[src/rtl/galaxian_input_cond.sv]
// Switch conditioner: invert, synchronise and debounce every channel, then shape
// coin channels into fixed-length pulses and fire channels into an autofire square wave.
module galaxian_input_cond #(
  parameter int              N_SW          = 9,
  parameter int              DEB_CYCLES    = 36864,
  parameter logic [N_SW-1:0] INV_MASK      = 9'h000,
  parameter logic [N_SW-1:0] COIN_MASK     = 9'h140,
  parameter int              COIN_PULSE    = 3686400,
  parameter logic [N_SW-1:0] FIRE_MASK     = 9'h010,
  parameter int              AUTOFIRE_HALF = 1843200
) (
  input  logic            CLK_36M,
  input  logic            I_RESET_SWn,
  input  logic [N_SW-1:0] I_RAW,
  input  logic            I_AUTOFIRE_EN,
  output logic [N_SW-1:0] O_SW,
  output logic [N_SW-1:0] O_RISE
);

  localparam int DW = $clog2(DEB_CYCLES + 1);
  localparam int CW = $clog2(COIN_PULSE + 1);
  localparam int FW = $clog2(AUTOFIRE_HALF + 1);

  localparam logic [DW-1:0] DEB_LAST  = DW'(DEB_CYCLES - 1);
  localparam logic [CW-1:0] COIN_LAST = CW'(COIN_PULSE);
  localparam logic [FW-1:0] FIRE_LAST = FW'(AUTOFIRE_HALF);

  logic [N_SW-1:0] s1_q;
  logic [N_SW-1:0] s2_q;
  logic [N_SW-1:0] deb_q;
  logic [N_SW-1:0] deb_d;
  logic [N_SW-1:0] rise_q;

  always_ff @(posedge CLK_36M or negedge I_RESET_SWn) begin
    if (!I_RESET_SWn) begin
      s1_q   <= '0;
      s2_q   <= '0;
      deb_q  <= '0;
      rise_q <= '0;
    end else begin
      s1_q   <= I_RAW ^ INV_MASK;
      s2_q   <= s1_q;
      deb_q  <= deb_d;
      rise_q <= deb_d & ~deb_q;
    end
  end

  assign O_RISE = rise_q;

  for (genvar i = 0; i < N_SW; i++) begin : g_ch
    logic [DW-1:0] cnt_q;
    logic [DW-1:0] cnt_d;
    logic          lvl_d;

    // The counter holds the number of earlier consecutive disagreeing samples, so the
    // level flips on the DEB_CYCLES-th disagreement and the counter never wraps.
    always_comb begin
      cnt_d = '0;
      lvl_d = deb_q[i];
      if (s2_q[i] != deb_q[i]) begin
        if (cnt_q == DEB_LAST) begin
          lvl_d = s2_q[i];
        end else begin
          cnt_d = cnt_q + 1'b1;
        end
      end
    end

    always_ff @(posedge CLK_36M or negedge I_RESET_SWn) begin
      if (!I_RESET_SWn) begin
        cnt_q <= '0;
      end else begin
        cnt_q <= cnt_d;
      end
    end

    assign deb_d[i] = lvl_d;

    if (COIN_MASK[i]) begin : g_coin
      typedef enum logic [1:0] {ST_IDLE, ST_PULSE, ST_WAIT_REL} coin_state_e;
      coin_state_e   state_q;
      logic [CW-1:0] pcnt_q;
      logic          out_q;

      // Transitions look at the level being loaded this edge, so a rise coinciding
      // with pulse expiry lands in WAIT_REL instead of retriggering.
      always_ff @(posedge CLK_36M or negedge I_RESET_SWn) begin
        if (!I_RESET_SWn) begin
          state_q <= ST_IDLE;
          pcnt_q  <= '0;
          out_q   <= 1'b0;
        end else begin
          case (state_q)
            ST_IDLE: begin
              if (lvl_d && !deb_q[i]) begin
                state_q <= ST_PULSE;
                pcnt_q  <= CW'(1);
                out_q   <= 1'b1;
              end
            end
            ST_PULSE: begin
              if (pcnt_q == COIN_LAST) begin
                pcnt_q  <= '0;
                out_q   <= 1'b0;
                state_q <= lvl_d ? ST_WAIT_REL : ST_IDLE;
              end else begin
                pcnt_q <= pcnt_q + 1'b1;
              end
            end
            ST_WAIT_REL: begin
              if (!lvl_d) begin
                state_q <= ST_IDLE;
              end
            end
            default: begin
              state_q <= ST_IDLE;
              pcnt_q  <= '0;
              out_q   <= 1'b0;
            end
          endcase
        end
      end

      assign O_SW[i] = out_q;
    end else if (FIRE_MASK[i]) begin : g_fire
      logic [FW-1:0] ph_q;
      logic          out_q;

      // ph_q == 0 means autofire is idle; any (re)start begins with a high phase.
      always_ff @(posedge CLK_36M or negedge I_RESET_SWn) begin
        if (!I_RESET_SWn) begin
          ph_q  <= '0;
          out_q <= 1'b0;
        end else if (!I_AUTOFIRE_EN || !lvl_d) begin
          ph_q  <= '0;
          out_q <= lvl_d;
        end else if (ph_q == '0) begin
          ph_q  <= FW'(1);
          out_q <= 1'b1;
        end else if (ph_q == FIRE_LAST) begin
          ph_q  <= FW'(1);
          out_q <= ~out_q;
        end else begin
          ph_q <= ph_q + 1'b1;
        end
      end

      assign O_SW[i] = out_q;
    end else begin : g_plain
      assign O_SW[i] = deb_q[i];
    end
  end

endmodule
[config.mk]
export PLATFORM = sky130hd
export DESIGN_NAME = galaxian_input_cond
export DESIGN_NICKNAME = d
export VERILOG_FILES = /design/src/rtl/galaxian_input_cond.sv
export SDC_FILE = /design/constraint.sdc
export NUM_CORES = 1
export LEC_CHECK = 0
export ABC_CLOCK_PERIOD_IN_PS = 2300
export BUFFER_PORTS_ARGS = -buffer_cell sky130_fd_sc_hd__buf_4
export CORE_UTILIZATION = 50
export DETAILED_ROUTE_END_ITERATION = 6
export PLACE_DENSITY = 0.66
export SLEW_MARGIN = 20
export SYNTH_ARGS = -nofsm -noshare
export SYNTH_HDL_FRONTEND = slang
export SYNTH_SLANG_ARGS = --single-unit
[constraint.sdc]
create_clock -name CLK_36M -period 2.3 [get_ports CLK_36M]
set_input_delay 0.345 -clock CLK_36M [delete_from_list [all_inputs] [get_ports CLK_36M]]
set_output_delay 0.345 -clock CLK_36M [all_outputs]
set_load 0.05 [all_outputs]
==> impl_metrics.env, run 1 <==
export IMPL_r2r_start="g_ch[8].cnt_q[12]$_DFF_PN0_"
export IMPL_hp_class="primary input to flop"
export IMPL_clk_pin_slew_ns=0.06
export IMPL_gp_congestion=0.773
export IMPL_grt_use_total_pct=18.0
export IMPL_grt_antenna_before_repair=0
export IMPL_hold_path_cell_count=3
export IMPL_critical_path_class="flop to flop"
export IMPL_status="completed"
export IMPL_syn2layout_area_growth_pct=15.4
export IMPL_diodes=0
export IMPL_yosysTopAreaCellShare_pct=53.3
export IMPL_max_freq_mhz=473
export IMPL_critPathCaptureType="flop"
export IMPL_cp_max_fo=9
export IMPL_leakage_nw=5.97
export IMPL_overflow=0
export IMPL_grt_max_degree=62
export IMPL_setup_viol=0
export IMPL_worstRegToRegCells=6
export IMPL_wl_per_cell_um=13.0
export IMPL_layout_common_cells="dfrtp_1, nor2_1, nand3_1"
export IMPL_p_per_area_mw_per_mm2=676
export IMPL_ys_seq_area_share_pct=53.3
export IMPL_arrival_ns=2.51
export IMPL_pwr_share_comb_pct=2.8
export IMPL_grt_pass1_vias=8124
export IMPL_grt_pass1_wl_um=36800
export IMPL_htreeDepth=1
export IMPL_min_from="I_AUTOFIRE_EN"
export IMPL_synth_area_leaders="dfrtp_1, xor2_1, nor2_1"
export IMPL_synth_top_area_cell="dfrtp_1"
export IMPL_synth_edff_count=0
export IMPL_core_area_mm2=0.0229
export IMPL_p_int_mw=7.32
export IMPL_clkSinkCount=252
export IMPL_hpwl_um=13900
export IMPL_synth_area_mm2=0.0118
export IMPL_drc=0
export IMPL_syn_inst=1185
export IMPL_seq_power_share_pct=49.2
export IMPL_ant_nets=0
export IMPL_reg2reg_to="g_ch[8].g_coin.pcnt_q[20]$_DFFE_PN0P_"
export IMPL_clock_path_buffers=3
export IMPL_final_cell_area_mm2=0.0136
export IMPL_port_buffers=29
export IMPL_p_clk_share_pct=48.1
export IMPL_power_mw=9.23
export IMPL_io_pins=30
export IMPL_die_area_mm2=0.0243
export IMPL_power_switching_share_pct=20.7
export IMPL_tightest_slew_ns=0.835
export IMPL_placed_area_mm2=0.0126
export IMPL_worstSetupStartpointType="flop"
export IMPL_yosys_most_used_dff="dfrtp_1"
export IMPL_num_vias=8387
export IMPL_drv_cap=0
export IMPL_cts_setup_buffers=0
export IMPL_synth_seq_cells=252
export IMPL_utilization_pct=59.6
export IMPL_fin_nets=1286
export IMPL_routed_wl_um=20700
export IMPL_die_y_um=156
export IMPL_clkLatencyLatePin_ns=0.54
export IMPL_cts_tree="yes"
export IMPL_peakVddDrop_mv=0.430
export IMPL_drive_gt1_share_pct=11.1
export IMPL_min_to="g_ch[4].g_fire.out_q$_DFFE_PN0P_"
export IMPL_via_per_inst=5.27
export IMPL_syn_area_per_cell_um2=9.98
export IMPL_rsz0062_at_grt="no"
export IMPL_fin_crit_ns=2.11
export IMPL_finalHoldViolations=0
export IMPL_final_common_cell="dfrtp_1"
export IMPL_syn_nets=1212
export IMPL_finalMaxSlewViolations=0
export IMPL_r2r_slack_ns=0.19
export IMPL_yosysUniqueCellTypes=59
export IMPL_firstDrtPassIters=5
export IMPL_finClkSkew_ns=0.0203
export IMPL_rows=55
export IMPL_synth_warnings=0
export IMPL_synthArstFlopShare_pct=100
export IMPL_initialDrtViolationCount=424
export IMPL_tns_ns=0
export IMPL_die_x_um=156
export IMPL_cts_made_buffers=28
export IMPL_required_ns=2.69
export IMPL_netSwitchingPower_mw=1.91
export IMPL_period_share_pct=91.9
export IMPL_root_buffer="clkbuf_16"
export IMPL_slew_limit_headroom_pct=44.3
export IMPL_start_util_pct=51.6
[metal layers]
metal	up-vias	share of wire (%)	GRT usage [%]
li1	4236	-	-
met1	4024	51	25.9
met2	98	44	28.4
met3	29	3.3	2.75
met4	0	1.6	4.67
met5	-	0	0
[cells in the mapped netlist (all sizes together) (6+ instances only)]
cell	number
nor2	198
a31oi	20
and3	32
nand4	36
or3	12
nand2	88
nor3b	11
buf	18
o21ai	30
a21oi	32
clkbuf	17
nand3	91
a21o	9
nor4b	11
dfrtp	252
ha	15
nor4	26
inv	35
mux2	11
nor3	23
xnor2	70
and4	10
xor2	86
nand2b	6
[kinds of logic (layout without fill, tap and decap cells)]
logic type	count (synthesis)	after routing	synth area share, %
AO/OA/AOI/OAI	108	108	5.49
XOR/XNOR	156	156	11.6
adder cells (fa/ha/maj)	15	15	1.59
buffers and inverters	70	164	2.68
flip-flops	252	252	53.3
multiplexers	14	14	1.30
AND/OR/NAND/NOR	570	570	24.1
[worst max-delay path: stages, from the launching register on]
cell and delay (ns):
dfrtp_1 0.42, or4b_4 0.59, nor4b_2 0.27, buf_4 0.16
a21oi_1 0.24, a21oi_1 0.20, o21ai_0 0.10
[flip-flops by register name, indices dropped and copies added (netlist names), 4 cells and up]
signal               flops
g_ch.g_fire.ph_q        21
s1_q                     9
s2_q                     9
O_RISE                   9
g_ch.cnt_q             144
g_ch.g_coin.state_q      4
deb_q                    9
g_ch.g_coin.pcnt_q      44
[power groups by stage]
stage	clock network, mW	registers, mW	logic, mW
floorplan	0	4.61	0.0972
global placement	0	4.62	0.250
detailed placement	0	4.62	0.252
CTS	4.57	4.54	0.267
global route	4.76	4.54	0.300
finish	4.44	4.54	0.255
[cell type report]
cell class	instances	area (µm²)
timing repair buffer	79	663
inverter	35	131
fill	1945	9270
sequential	252	6310
multi-input combinational	863	5220
clock buffer	41	841
tap	313	392
clock inverter	9	95.1
[how the worst max path moves through the flow]
stage / from / end
6_report: g_ch[8].cnt_q[12]$_DFF_PN0_ / g_ch[8].g_coin.pcnt_q[20]$_DFFE_PN0P_
5_1_grt: g_ch[8].cnt_q[0]$_DFF_PN0_ / g_ch[8].g_coin.pcnt_q[9]$_DFFE_PN0P_
4_1_cts: g_ch[4].cnt_q[0]$_DFF_PN0_ / g_ch[4].g_fire.ph_q[1]$_DFF_PN0_
3_5_place_dp: g_ch[4].cnt_q[0]$_DFF_PN0_ / g_ch[4].g_fire.ph_q[1]$_DFF_PN0_
3_3_place_gp: g_ch[4].cnt_q[0]$_DFF_PN0_ / g_ch[4].g_fire.ph_q[1]$_DFF_PN0_
2_1_floorplan: g_ch[4].cnt_q[0]$_DFF_PN0_ / g_ch[4].g_fire.ph_q[13]$_DFF_PN0_
[timing repair]
item                                    CTS  global route
resized for setup                         0             2
hold buffers                             10             0
hold endpoints to repair                 64             0
endpoints found under the setup margin    0             8
[per-stage QoR]
stage	setup slack [ns]	hold slack [ns]	instances
floorplan	0.158	0.0494	1185
global placement	0.194	0.318	1532
detailed placement	0.118	0.322	1532
CTS	0.107	0.109	1592
global route	0.0172	0.119	1592
finish	0.186	0.120	1592
Note: power is estimated with default switching activity, not from simulation.
==> run 2, diff against run 1 <==
==> constraint.sdc (replaced) <==
create_clock -name CLK_36M -period 2.3 [get_ports CLK_36M]
set_input_delay 0.575 -clock CLK_36M [delete_from_list [all_inputs] [get_ports CLK_36M]]
set_output_delay 0.575 -clock CLK_36M [all_outputs]
set_load 0.05 [all_outputs]
==> run 2 against run 1 <==
Against the previous run: sequential share of layout area rose by 0.49 points; first-iteration DRC count increased by 20%; critical path depth did not move; sequential cell count stayed put; largest cell class unchanged; largest power group unchanged; highest routed layer unchanged.
==> impl_metrics.env, run 2 (same netlist as run 1, synthesis figures left out) <==
export IMPL_status="completed"
export IMPL_grt_use_total_pct=18.1
export IMPL_io_pins=30
export IMPL_p_int_mw=7.11
export IMPL_arrival_ns=2.54
export IMPL_critPathCaptureType="flop"
export IMPL_rsz0062_at_grt="no"
export IMPL_grt_max_degree=63
export IMPL_port_buffers=29
export IMPL_layout_common_cells="dfrtp_1, nor2_1, nand3_1"
export IMPL_hpwl_um=13900
export IMPL_fillers=1960
export IMPL_syn2layout_area_growth_pct=14.2
export IMPL_die_y_um=156
export IMPL_wl_per_cell_um=13.0
export IMPL_worstSetupStartpointType="flop"
export IMPL_max_freq_mhz=474
export IMPL_utilization_pct=58.9
export IMPL_clkSinkCount=252
export IMPL_p_per_area_mw_per_mm2=668
export IMPL_setup_viol=0
export IMPL_period_share_pct=91.7
export IMPL_placed_area_mm2=0.0126
export IMPL_final_cells=1579
export IMPL_critical_path_class="flop to flop"
export IMPL_finalHoldViolations=0
export IMPL_largest_register="g_ch.cnt_q"
export IMPL_clk_pin_slew_ns=0.06
export IMPL_core_area_mm2=0.0229
export IMPL_finalMaxSlewViolations=0
export IMPL_via_per_inst=5.26
export IMPL_firstDrtPassIters=5
export IMPL_drive_gt1_share_pct=11.0
export IMPL_p_clk_share_pct=47.0
export IMPL_overflow=0
export IMPL_postCtsHoldBufs=0
export IMPL_num_vias=8300
export IMPL_hp_class="primary input to asynchronous set/reset pin"
export IMPL_tns_ns=0
export IMPL_routed_wl_um=20600
export IMPL_top_regs="g_ch.cnt_q: 144 flops, g_ch.g_coin.pcnt_q: 44 flops, g_ch.g_fire.ph_q: 21 flops"
export IMPL_numPlacedInstances=1531
export IMPL_htreeDepth=1
export IMPL_peakVddDrop_mv=0.601
export IMPL_slew_limit_headroom_pct=55.7
export IMPL_power_switching_share_pct=21.1
export IMPL_drc=0
export IMPL_cts_tree="yes"
export IMPL_diodes=0
export IMPL_grt_pass1_wl_um=37300
export IMPL_die_area_mm2=0.0243
export IMPL_leakage_nw=5.91
export IMPL_final_common_cell="dfrtp_1"
export IMPL_initialDrtViolationCount=508
export IMPL_final_cell_area_mm2=0.0135
export IMPL_die_x_um=156
export IMPL_finClkSkew_ns=0.0110
export IMPL_clkLatencyLatePin_ns=0.53
export IMPL_root_buffer="clkbuf_16"
export IMPL_ant_nets=0
export IMPL_cts_made_buffers=27
export IMPL_rows=55
export IMPL_cp_max_fo=21
export IMPL_netSwitchingPower_mw=1.91
export IMPL_largest_reg_flops=144
export IMPL_gp_congestion=0.771
export IMPL_dpl_worst_slack_ns=0.0306
export IMPL_drv_cap=0
export IMPL_worstRegToRegCells=6
export IMPL_tightest_slew_ns=0.658
export IMPL_required_ns=2.74
export IMPL_fin_nets=1274
export IMPL_grt_antenna_before_repair=0
export IMPL_start_util_pct=51.6
export IMPL_grt_pass1_vias=8121
export IMPL_final_seq_area_mm2=0.00631
export IMPL_clock_path_buffers=3
export IMPL_seq_power_share_pct=50.3
export IMPL_worst_slack_ns=0.192
export IMPL_multi_input_area_mm2=0.00523
export IMPL_pwr_share_comb_pct=2.7
export IMPL_fin_crit_ns=2.11
==> run 2: final timing paths <==
kind	to	startpoint	slack [ns]
min in group CLK_36M	s1_q[8]$_DFF_PN0_	I_RAW[8]	0.15
setup reg to reg	g_ch[4].g_fire.ph_q[20]$_DFF_PN0_	g_ch[4].cnt_q[0]$_DFF_PN0_	0.19
max in group asynchronous	s1_q[2]$_DFF_PN0_	I_RESET_SWn	1.63
hold reg to reg	s2_q[4]$_DFF_PN0_	s1_q[4]$_DFF_PN0_	0.35
hold / removal	g_ch[5].cnt_q[4]$_DFF_PN0_	I_RESET_SWn	0.003
setup / recovery	g_ch[4].g_fire.ph_q[20]$_DFF_PN0_	g_ch[4].cnt_q[0]$_DFF_PN0_	0.19
==> run 2: what timing repair did <==
action                                  4_1_cts  5_1_grt
endpoints found under the setup margin        0       22
buffers inserted                              0        0
resized for setup                             0        3
==> run 2: per-layer routing <==
metal / routed length, µm / vias to the layer above / GRT usage, %
met1: 10500 / 3946 / 26.1
met3: 604 / 34 / 2.47
met2: 9070 / 101 / 28.9
met4: 419 / 0 / 4.44
met5: 0 / - / 0
li1: - / 4219 / -
==> run 2: worst max-delay path, stage by stage, from the launching register on <==
cell,delay [ns]
dfrtp_1,0.38
ha_1,0.19
nand3_1,0.09
or3_1,0.44
nor3_4,0.26
mux2_4,0.43
nor3_1,0.22
==> run 2: metrics by stage <==
stage	power [mW]	hold slack, ns
2_1_floorplan	4.70	0.279
3_3_place_gp	4.87	0.332
3_5_place_dp	4.87	0.335
4_1_cts	9.16	0.00231
5_1_grt	9.39	0.0247
6_report	9.02	0.00253
==> run 2: power by group through the flow <==
stage	Combinational, mW	Sequential, mW	Clock [mW]
5_1_grt	0.288	4.54	4.56
4_1_cts	0.255	4.54	4.37
6_report	0.243	4.54	4.23
3_5_place_dp	0.253	4.62	0
3_3_place_gp	0.251	4.62	0
2_1_floorplan	0.0972	4.61	0
==> run 2: area by class of cell <==
cell class	instances	share of cell area (%)
clock inverter	11	0.871
sequential	252	46.7
timing repair buffer	68	4.21
inverter	35	0.973
multi-input combinational	863	38.7
tap	313	2.90
clock buffer	37	5.65
==> run 3, diff against run 2 <==
--- a/config.mk
+++ b/config.mk
@@ -9,6 +9,7 @@
 export BUFFER_PORTS_ARGS = -buffer_cell sky130_fd_sc_hd__buf_4
 export CORE_UTILIZATION = 50
 export DETAILED_ROUTE_END_ITERATION = 6
+export GPL_TIMING_DRIVEN = 0
 export PLACE_DENSITY = 0.66
 export SLEW_MARGIN = 20
 export SYNTH_ARGS = -nofsm -noshare
==> run 3 against run 2 <==
Against the previous run: wire length rose by 3.0%; critical path depth rose by 1; setup slack got worse by 0.11 ns; clock power rose by 7.8%; via count rose by 1.1%; register-to-register slack got worse by 0.11 ns; worst hold slack improved by 0.15 ns; sequential power barely moved; die area did not move; sequential share of layout area fell by 0.31 points; count of clock-buffer cells in the layout rose by 7; final cell count did not move; critical endpoint is now g_ch[4].g_fire.ph_q[2]$_DFF_PN0_; largest power group is now clock; highest routed layer unchanged.
==> impl_metrics.env, run 3 (same netlist as run 1, synthesis figures left out) <==
export IMPL_clock_path_buffers=3
export IMPL_fillers=1978
export IMPL_top_regs="g_ch.cnt_q: 144 flops, g_ch.g_coin.pcnt_q: 44 flops, g_ch.g_fire.ph_q: 21 flops"
export IMPL_grt_pass1_vias=8360
export IMPL_drc=0
export IMPL_p_per_area_mw_per_mm2=687
export IMPL_crit_start="g_ch[4].cnt_q[0]$_DFF_PN0_"
export IMPL_status="completed"
export IMPL_io_pins=30
export IMPL_hold_path_cell_count=1
export IMPL_overflow=0
export IMPL_hpwl_um=14000
export IMPL_syn2layout_area_growth_pct=15.0
export IMPL_drive_gt1_share_pct=11.1
export IMPL_finalMaxSlewViolations=0
export IMPL_die_x_um=156
export IMPL_min_from="I_RAW[3]"
export IMPL_core_area_mm2=0.0229
export IMPL_fin_nets=1272
export IMPL_cts_made_buffers=28
export IMPL_htreeDepth=1
export IMPL_hp_class="primary input to flop"
export IMPL_final_common_cell="dfrtp_1"
export IMPL_cts_tree="yes"
export IMPL_layout_common_cells="dfrtp_1, nor2_1, nand3_1"
export IMPL_num_vias=8394
export IMPL_grt_max_degree=98
export IMPL_worstRegToRegCells=7
export IMPL_r2r_start="g_ch[4].cnt_q[0]$_DFF_PN0_"
export IMPL_diodes=0
export IMPL_clkSinkCount=252
export IMPL_tightest_slew_ns=0.857
export IMPL_firstDrtPassIters=5
export IMPL_clk_pin_slew_ns=0.06
export IMPL_finClkSkew_ns=0.00924
export IMPL_fin_crit_ns=2.22
export IMPL_die_y_um=156
export IMPL_grt_use_total_pct=18.3
export IMPL_critical_path_class="flop to flop"
export IMPL_grt_pass1_wl_um=37600
export IMPL_setup_viol=0
export IMPL_tns_ns=0
export IMPL_wl_per_cell_um=13.4
export IMPL_finalHoldViolations=0
export IMPL_via_per_inst=5.32
export IMPL_max_freq_mhz=450
export IMPL_grt_antenna_before_repair=0
export IMPL_gp_congestion=0.787
export IMPL_largest_reg_flops=144
export IMPL_start_util_pct=51.6
export IMPL_peakVddDrop_mv=0.546
export IMPL_initialDrtViolationCount=497
export IMPL_drv_cap=0
export IMPL_die_area_mm2=0.0243
export IMPL_rows=55
export IMPL_cp_max_fo=10
export IMPL_required_ns=2.74
export IMPL_slew_limit_headroom_pct=42.9
export IMPL_clkLatencyLatePin_ns=0.53
export IMPL_largest_register="g_ch.cnt_q"
export IMPL_critPathCaptureType="flop"
export IMPL_routed_wl_um=21200
export IMPL_root_buffer="clkbuf_16"
export IMPL_utilization_pct=59.3
export IMPL_ant_nets=0
export IMPL_arrival_ns=2.66
export IMPL_worstSetupStartpointType="flop"
export IMPL_period_share_pct=96.5
export IMPL_port_buffers=29
export IMPL_leakage_nw=5.96
-- run 3: cell types whose count changed in the layout (fill, tap and decap cells not counted), moves of 3 or more --
cell and delta:
nor3_2 +4, nor3_1 -4, clkbuf_2 +8, buf_4 -22, buf_2 +6, nor4_4 +3, buf_12 -4, clkbuf_1 +7
-- run 3: routing by layer --
layer	share of wire [%]	vias up	global-route usage (%)
met3	3.2	31	2.94
met1	47	4041	24.3
li1	-	4215	-
met4	1.7	0	4.90
met5	0	-	0
met2	48	107	31.2
-- run 3: worst max-delay path, stage by stage (launching register included) --
cell and delay, ns:
dfrtp_1 0.40, ha_2 0.21, nand3_1 0.12, or3_4 0.43, nor3_4 0.23, mux2_2 0.38, buf_4 0.18, nor3_2 0.18
-- run 3: final cells by class --
class | instances | area [µm²] | share of cell area, %
inverter | 35 | 131 | 0.966
sequential | 252 | 6310 | 46.4
tap | 313 | 392 | 2.88
buffer | 31 | 183 | 1.34
multi-input combinational | 863 | 5310 | 39.1
clock buffer | 44 | 852 | 6.27
clock inverter | 7 | 113 | 0.828
timing repair buffer | 34 | 305 | 2.25
-- run 3: through the flow --
stage          power, mW  cells  setup slack [ns]  hold WS (ns)  instance area, µm²
6_report            9.33   1579            0.0794         0.149               13600
5_1_grt             9.70   1579          -0.00558         0.120               13600
4_1_cts             9.48   1580            0.0164         0.123               13500
3_5_place_dp        4.86   1529            -0.109         0.335               12500
3_3_place_gp        4.84   1527             -1.42         0.332               12400
2_1_floorplan       4.70   1185             0.158         0.279               11800
-- run 3: timing repair --
item,CTS,global route
setup endpoints to repair,50,104
pin swaps,1,2
gates cloned,0,0
resized for setup,6,30
hold buffers,1,0
endpoints found under the hold margin,33,0
buffers inserted,0,2
-- run 3: report_power, final --
part           switching [mW]  internal, mW
combinational           0.159        0.0723
clock                    1.70          2.86
sequential             0.0484          4.49
-- run 3: path summary, 6_finish.rpt --
check                                                    to  slack [ns]
hold reg to reg                           s2_q[1]$_DFF_PN0_        0.35
max in group asynchronous        g_ch[8].cnt_q[7]$_DFF_PN0_        0.90
setup reg to reg           g_ch[4].g_fire.ph_q[2]$_DFF_PN0_        0.08
setup / recovery           g_ch[4].g_fire.ph_q[2]$_DFF_PN0_        0.08
min in group asynchronous                deb_q[3]$_DFF_PN0_        0.55
hold / removal                            s1_q[3]$_DFF_PN0_        0.15
